### config.mk
export PLATFORM = sky130hd
export DESIGN_NAME = autocorrelation_sequencer
export DESIGN_NICKNAME = d
export VERILOG_FILES = /design/src/rtl/acf_pkg.sv /design/src/rtl/autocorrelation_sequencer.sv
export SDC_FILE = /design/constraint.sdc
export NUM_CORES = 1
export LEC_CHECK = 0
export BUFFER_PORTS_ARGS = -buffer_cell sky130_fd_sc_hd__buf_2
export CORE_ASPECT_RATIO = 1.4
export CORE_MARGIN = 5
export CORE_UTILIZATION = 52
export CTS_CLUSTER_DIAMETER = 100
export DETAILED_ROUTE_END_ITERATION = 7
export HOLD_SLACK_MARGIN = 0.05
export PLACE_DENSITY = 0.85
export SYNTH_ARGS = -nofsm -noshare
export SYNTH_HDL_FRONTEND = slang
export SYNTH_SLANG_ARGS = --single-unit
### constraint.sdc
create_clock -name iClock -period 5.7 [get_ports iClock]
set_input_delay 1.14 -clock iClock [delete_from_list [all_inputs] [get_ports iClock]]
set_output_delay 1.14 -clock iClock [all_outputs]
set_load 0.1 [all_outputs]
### src/rtl/acf_pkg.sv
// Shared definitions for the autocorrelation path: sequencer state encoding,
// default block geometry and the ACF result payload handed to the Levinson stage.
package acf_pkg;

  localparam int unsigned DEF_BLOCK_SIZE   = 4096;
  localparam int unsigned DEF_DRAIN_CYCLES = 26;
  localparam int unsigned DEF_SAMPLE_W     = 16;
  localparam int unsigned DEF_ACF_W        = 32;

  typedef enum logic [2:0] {
    IDLE,
    FEED,
    DRAIN,
    HOLD,
    CLEAR
  } acf_state_t;

  // Four autocorrelation lags of one block, lag 0 in the low word.
  typedef struct packed {
    logic signed [DEF_ACF_W-1:0] acf3;
    logic signed [DEF_ACF_W-1:0] acf2;
    logic signed [DEF_ACF_W-1:0] acf1;
    logic signed [DEF_ACF_W-1:0] acf0;
  } acf_result_t;

endpackage : acf_pkg

### src/rtl/autocorrelation_sequencer.sv
// Block-level controller for the autocorrelation engine. Feeds exactly one
// block of samples into the engine, keeps it enabled through its pipeline
// drain, captures the four ACF words and offers them downstream; the engine is
// held in reset between blocks.
//
// Ports:
//   iClock, iReset        clock (rising edge), asynchronous active-low reset
//   iEnable               start/continue blocks, sampled in IDLE and CLEAR
//   iSample/iValid/oReady upstream sample stream (accept = iValid & oReady)
//   oAcfEnable/oAcfReset/oAcfSample   engine control and sample inputs
//   iACF0..iACF3          engine results
//   oACF0..oACF3/oValid/iReady        captured results to the Levinson stage
//   oBlockCount           completed-block counter (wraps)
module autocorrelation_sequencer
  import acf_pkg::*;
#(
  parameter int unsigned BLOCK_SIZE   = DEF_BLOCK_SIZE,
  parameter int unsigned DRAIN_CYCLES = DEF_DRAIN_CYCLES,
  parameter int unsigned SAMPLE_W     = DEF_SAMPLE_W,
  parameter int unsigned ACF_W        = DEF_ACF_W
) (
  input  logic                       iClock,
  input  logic                       iReset,
  input  logic                       iEnable,
  input  logic signed [SAMPLE_W-1:0] iSample,
  input  logic                       iValid,
  output logic                       oReady,
  output logic                       oAcfEnable,
  output logic                       oAcfReset,
  output logic signed [SAMPLE_W-1:0] oAcfSample,
  input  logic signed [ACF_W-1:0]    iACF0,
  input  logic signed [ACF_W-1:0]    iACF1,
  input  logic signed [ACF_W-1:0]    iACF2,
  input  logic signed [ACF_W-1:0]    iACF3,
  output logic signed [ACF_W-1:0]    oACF0,
  output logic signed [ACF_W-1:0]    oACF1,
  output logic signed [ACF_W-1:0]    oACF2,
  output logic signed [ACF_W-1:0]    oACF3,
  output logic                       oValid,
  input  logic                       iReady,
  output logic [15:0]                oBlockCount
);

  localparam int unsigned SAMPLE_CNT_W = $clog2(BLOCK_SIZE);
  localparam int unsigned DRAIN_CNT_W  = $clog2(DRAIN_CYCLES + 1);
  localparam logic [SAMPLE_CNT_W-1:0] LAST_SAMPLE = SAMPLE_CNT_W'(BLOCK_SIZE - 1);
  localparam logic [DRAIN_CNT_W-1:0]  LAST_DRAIN  = DRAIN_CNT_W'(DRAIN_CYCLES - 1);

  acf_state_t              state;
  logic [SAMPLE_CNT_W-1:0] sample_cnt;
  logic [DRAIN_CNT_W-1:0]  drain_cnt;

  // Pure decodes of the state register; reset state IDLE keeps the engine in
  // reset while iReset is asserted.
  assign oReady    = (state == FEED);
  assign oAcfReset = (state == IDLE) || (state == CLEAR);

  // Sequencer FSM with registered engine controls and result capture.
  always_ff @(posedge iClock or negedge iReset) begin
    if (!iReset) begin
      state       <= IDLE;
      sample_cnt  <= '0;
      drain_cnt   <= '0;
      oAcfEnable  <= 1'b0;
      oAcfSample  <= '0;
      oACF0       <= '0;
      oACF1       <= '0;
      oACF2       <= '0;
      oACF3       <= '0;
      oValid      <= 1'b0;
      oBlockCount <= '0;
    end else begin
      case (state)
        IDLE: begin
          oAcfEnable <= 1'b0;
          if (iEnable) begin
            state <= FEED;
          end
        end

        // Engine advances only on cycles that carry an accepted sample.
        FEED: begin
          if (iValid) begin
            oAcfSample <= iSample;
            oAcfEnable <= 1'b1;
            if (sample_cnt == LAST_SAMPLE) begin
              sample_cnt <= '0;
              state      <= DRAIN;
            end else begin
              sample_cnt <= sample_cnt + SAMPLE_CNT_W'(1);
            end
          end else begin
            oAcfEnable <= 1'b0;
          end
        end

        // Flush the engine pipeline with zero samples, then capture.
        DRAIN: begin
          oAcfEnable <= 1'b1;
          oAcfSample <= '0;
          if (drain_cnt == LAST_DRAIN) begin
            drain_cnt <= '0;
            oACF0     <= iACF0;
            oACF1     <= iACF1;
            oACF2     <= iACF2;
            oACF3     <= iACF3;
            oValid    <= 1'b1;
            state     <= HOLD;
          end else begin
            drain_cnt <= drain_cnt + DRAIN_CNT_W'(1);
          end
        end

        HOLD: begin
          oAcfEnable <= 1'b0;
          if (iReady) begin
            oValid      <= 1'b0;
            oBlockCount <= oBlockCount + 16'd1;
            state       <= CLEAR;
          end
        end

        CLEAR: begin
          oAcfEnable <= 1'b0;
          state      <= iEnable ? FEED : IDLE;
        end

        default: begin
          oAcfEnable <= 1'b0;
          state      <= IDLE;
        end
      endcase
    end
  end

endmodule : autocorrelation_sequencer

* Yosys cells after proc, flatten, opt, wreduce, memory -nomap -nowiden
Cells that the tools add are included.
Word-level totals: RAM bits 0, memories kept 0, output and inout bits 164, bits in latches 0, flip-flop bits (word level) 182, bits in read-only memories 0
Operators by class: shift-type cells 0, divide/modulo/power cells 0, add/sub/neg operators 3, $mul 0, $lt $le $gt $ge 0, multiplexer cells 16, reductions and logical operators 10, bitwise operators 0, eq/ne operators 11
Operators by type and width (count):
- $pmux 16 s2 | 1
- $add 16x1->16 const B | 1
- $mux 16 | 1
- $mux 3 | 5
- $pmux 3 s5 | 1
- $add 12x1->12 const B | 1
- $eq 12x12->1 const B | 1
- $mux 12 | 1
- $ne 2x2->1 const B | 4
- $reduce_and 2->1 | 4
- $eq 3x2->1 const B | 2
- $add 5x1->5 const B | 1
- $eq 5x5->1 const B | 1
- $mux 5 | 1
- $reduce_and 5->1 | 1
- $mux 1 | 4
- $pmux 1 s2 | 2
- $reduce_bool 2->1 | 2
- $eq 3x1->1 const B | 1
- $eq 3x3->1 const B | 1
- $logic_not 3->1 | 1
- $reduce_and 3->1 | 1
- $ne 2x1->1 const B | 1
- $logic_or 1x1->1 | 1

* Depth between registers and ports, before layout
depth in word-level cells 4, mapped depth 7, depth with buffers taken out 5

* Worst setup path after synthesis
Ideal clock, no wire load.
kind register to output, start register state[0], end output port oReady, data arrival time 2.721 ns, slack 1.839 ns, stages on the path, launching flop included 2, path through dfrtp_1 > nor3b_1
Between the ends: word-level cells in the longest chain between the ends 1
Ends and longest elaborated chain:
- start: declaration | line autocorrelation_sequencer.sv:49 | acf_state_t state;
- start signal: assignment | line autocorrelation_sequencer.sv:125 | state <= iEnable ? FEED : IDLE;
- $eq 3x1->1 | line autocorrelation_sequencer.sv:55 | assign oReady = (state == FEED);
- end: declaration | line autocorrelation_sequencer.sv:27 | output logic oReady,
Every way passes these cells.

* Worst setup path after layout
start register drain_cnt[1], end register oACF2[10]
Between the ends: word-level cells in the longest chain between the ends 2
Ends and longest elaborated chain:
- start: declaration | line autocorrelation_sequencer.sv:51 | logic [DRAIN_CNT_W-1:0] drain_cnt;
- start signal: assignment | line autocorrelation_sequencer.sv:110 | drain_cnt <= drain_cnt + DRAIN_CNT_W'(1);
- $eq 5x5->1 | line autocorrelation_sequencer.sv:101 | if (drain_cnt == LAST_DRAIN) begin
- $reduce_and 2->1 (no source line)
- end signal: assignment | line autocorrelation_sequencer.sv:105 | oACF2 <= iACF2;
- end: declaration | line autocorrelation_sequencer.sv:37 | output logic signed [ACF_W-1:0] oACF2,
Every way passes these cells. A chain may end at the register's enable or synchronous reset.

==> run metrics <==
top post-synthesis cells by area=dfrtp_1 60%, mux2_4 20%, buf_12 2.9%; clock latency at the later pin of the worst-skew pair=0.42 ns; Tcrit/Tclk final=0.518; First DRT Iteration DRCs=238; Nets=943; H-tree Lvls=4; pin count of the biggest net entering global routing=108; post-synthesis sequential area ratio=0.598; average wire per standard cell=18.6 µm; placed insts=960; register bit total from synthesis=182; Ports=313; M1 GR Usage=0.250; Final Skew=0.00845 ns; share of flip-flops with an asynchronous set or reset=1.00; Most Used Layer, Global Route=met2; YS warnings=0; core area=0.0144 mm²; DP HPWL=13.6 mm; crit path time final=2.95 ns; fin area=0.00973 mm²; Post-DRT Antenna Nets=0; final non-filler cell total=993; Worst slew margin=0.263; TritonCTS clock tree=done; unrepaired setup endpoints after global routing=false; Synth Area per Inst=16.1 µm²; Post-synth top cells=182 x dfrtp_1, 100 x mux2_4, 20 x nand2_1, 19 x xnor2_1; PD cells=282 mW/mm²; Fill cells=1070; Post-CTS Setup Inserts=0; critical path class=flip-flop to flip-flop; CTS root buffer=clkbuf_16; final core utilization=0.674; most area-hungry cell type in the Yosys netlist=dfrtp_1; clock buffer depth=2; starting density of the core=0.527; met2 usage=0.363; Slew Viols, Final=0; most common cell in the synthesized netlist=dfrtp_1; Vias/cell=5.18; max_cap viols=0; CP max FO=45; outcome=complete, no violations; routability cong.=0.845; DRT Pass-1 Iters=4; Area Growth Syn to Fin=27.8%; crit end category=flip-flop; DP Area=0.00918 mm²; routed via count=5148; Sequential Area=0.00455 mm²; Most used DFF post-synth=dfrtp_1; required time of the worst setup path=5.99 ns; Power, Total=2.74 mW; leakage power=5.41 nW; final hold violations=0; Post-CTS Resized=0; GRT Total Usage=0.214; Synth Instances=474; DRC viols=0; Hold Path Class=flip-flop to flip-flop; slew of the pin with the lowest slew margin=1.10 ns; share of cells above drive strength 1=0.573; gr ovfl total=0; Syn Std Cell Area=0.00761 mm²; final setup fails=0; die footprint=0.0172 mm²; Buffers on Ports=312; CP Launch Type=flip-flop; Die Y=153 µm; worst IR drop on VDD=0.190 mV; Hold-fix buffers, CTS=0; Post-Route WL=18.5 mm; syn nets=627; first-pass GRT wire length=29.2 mm; clock buffer count from CTS=17; share of the synthesized area in the top cell type=0.598; Netlist cell types=39; vias in the first global route=5419; Worst-path clk slew=0.07 ns; area of the multi-input gates=0.00275 mm²; EDFF count, synth=0; initial antenna violation count=2; Die W=112 µm; TNS Setup=0 ns; FMAX=0.338 GHz; total clock sinks=182; grt met3 use=0.0819; Worst EP arrival=3.25 ns; FP Rows=52
[where the power goes]
part	leakage (nW)	total, mW	internal (mW)	switching, mW
clock	0.255	1.07	0.576	0.499
combinational	2.67	0.303	0.0838	0.219
sequential	2.48	1.36	1.33	0.0355
total	5.41	2.74	1.99	0.754
[cells in the final DEF (no fill, tap or decap), types with 6 or more instances in the layout]
master,netlist,layout
buf_2,2,311
nand4_1,8,8
clkbuf_16,0,17
a22o_1,18,18
mux2_4,100,100
xor2_1,6,6
nand3_1,9,9
nor4_1,6,6
dfrtp_1,182,182
nor3_1,6,6
nand2_1,20,20
xnor2_1,19,19
nor2_1,14,14
mux2_2,11,11
mux2_1,18,18
inv_1,9,9
[layout make-up]
type / instances / area share
tap: 189 / 0.0243
clock buffer: 20 / 0.0459
antenna: 1 / 0.000257
clock inverter: 12 / 0.00977
sequential: 182 / 0.468
multi-input combinational: 264 / 0.283
inverter: 9 / 0.00347
timing repair buffer: 316 / 0.166
[kinds of logic after synthesis]
family	count (synthesis)	share of synthesized area
buf+inv	28	0.0406
flops	182	0.598
xor+xnor	25	0.0288
fa+ha+maj	4	0.00657
compound gates	30	0.0319
simple gates	76	0.0537
mux	129	0.240
[layer usage]
metal / vias up / wire, µm
li1: 2309 / -
met3: 35 / 1630
met5: - / 13
met1: 2546 / 7100
met4: 2 / 440
met2: 256 / 9320
[worst max-delay path, stage by stage, from the launching register on]
cell and delay [ns]:
dfrtp_1 0.39, inv_1 0.10, ha_1 0.19, nand4b_1 0.26, nor2_4 0.73, buf_4 0.77
mux2_4 0.36
[state kept, by name (all words and copies together), names as in the netlist, 3 cells and up]
name,count
drain_cnt,5
state,3
oACF2,32
oACF0,32
oACF3,32
oBlockCount,16
sample_cnt,12
oACF1,32
oAcfSample,16
[per-stage QoR]
step	hold WS, ns	worst slack [ns]
2_1_floorplan	0.467	1.84
3_3_place_gp	0.455	2.83
3_5_place_dp	0.462	2.71
4_1_cts	0.473	2.73
5_1_grt	0.498	2.57
6_report	0.471	2.75
[worst paths after layout]
path | end | slack [ns] | from | depth (start not counted)
max | oACF2[10]$_DFFE_PN0P_ | 2.75 | drain_cnt[1]$_DFFE_PN0P_ | 6
min | oBlockCount[15]$_DFFE_PN0P_ | 0.47 | oBlockCount[15]$_DFFE_PN0P_ | 1
max reg2reg | oACF2[10]$_DFFE_PN0P_ | 2.75 | drain_cnt[1]$_DFFE_PN0P_ | 6
min reg2reg | oBlockCount[15]$_DFFE_PN0P_ | 0.47 | oBlockCount[15]$_DFFE_PN0P_ | 1
max in group asynchronous | drain_cnt[4]$_DFFE_PN0P_ | 3.73 | iReset | 2
min in group asynchronous | oACF1[10]$_DFFE_PN0P_ | 0.82 | iReset | 1
(Power assumes the default switching activity.)
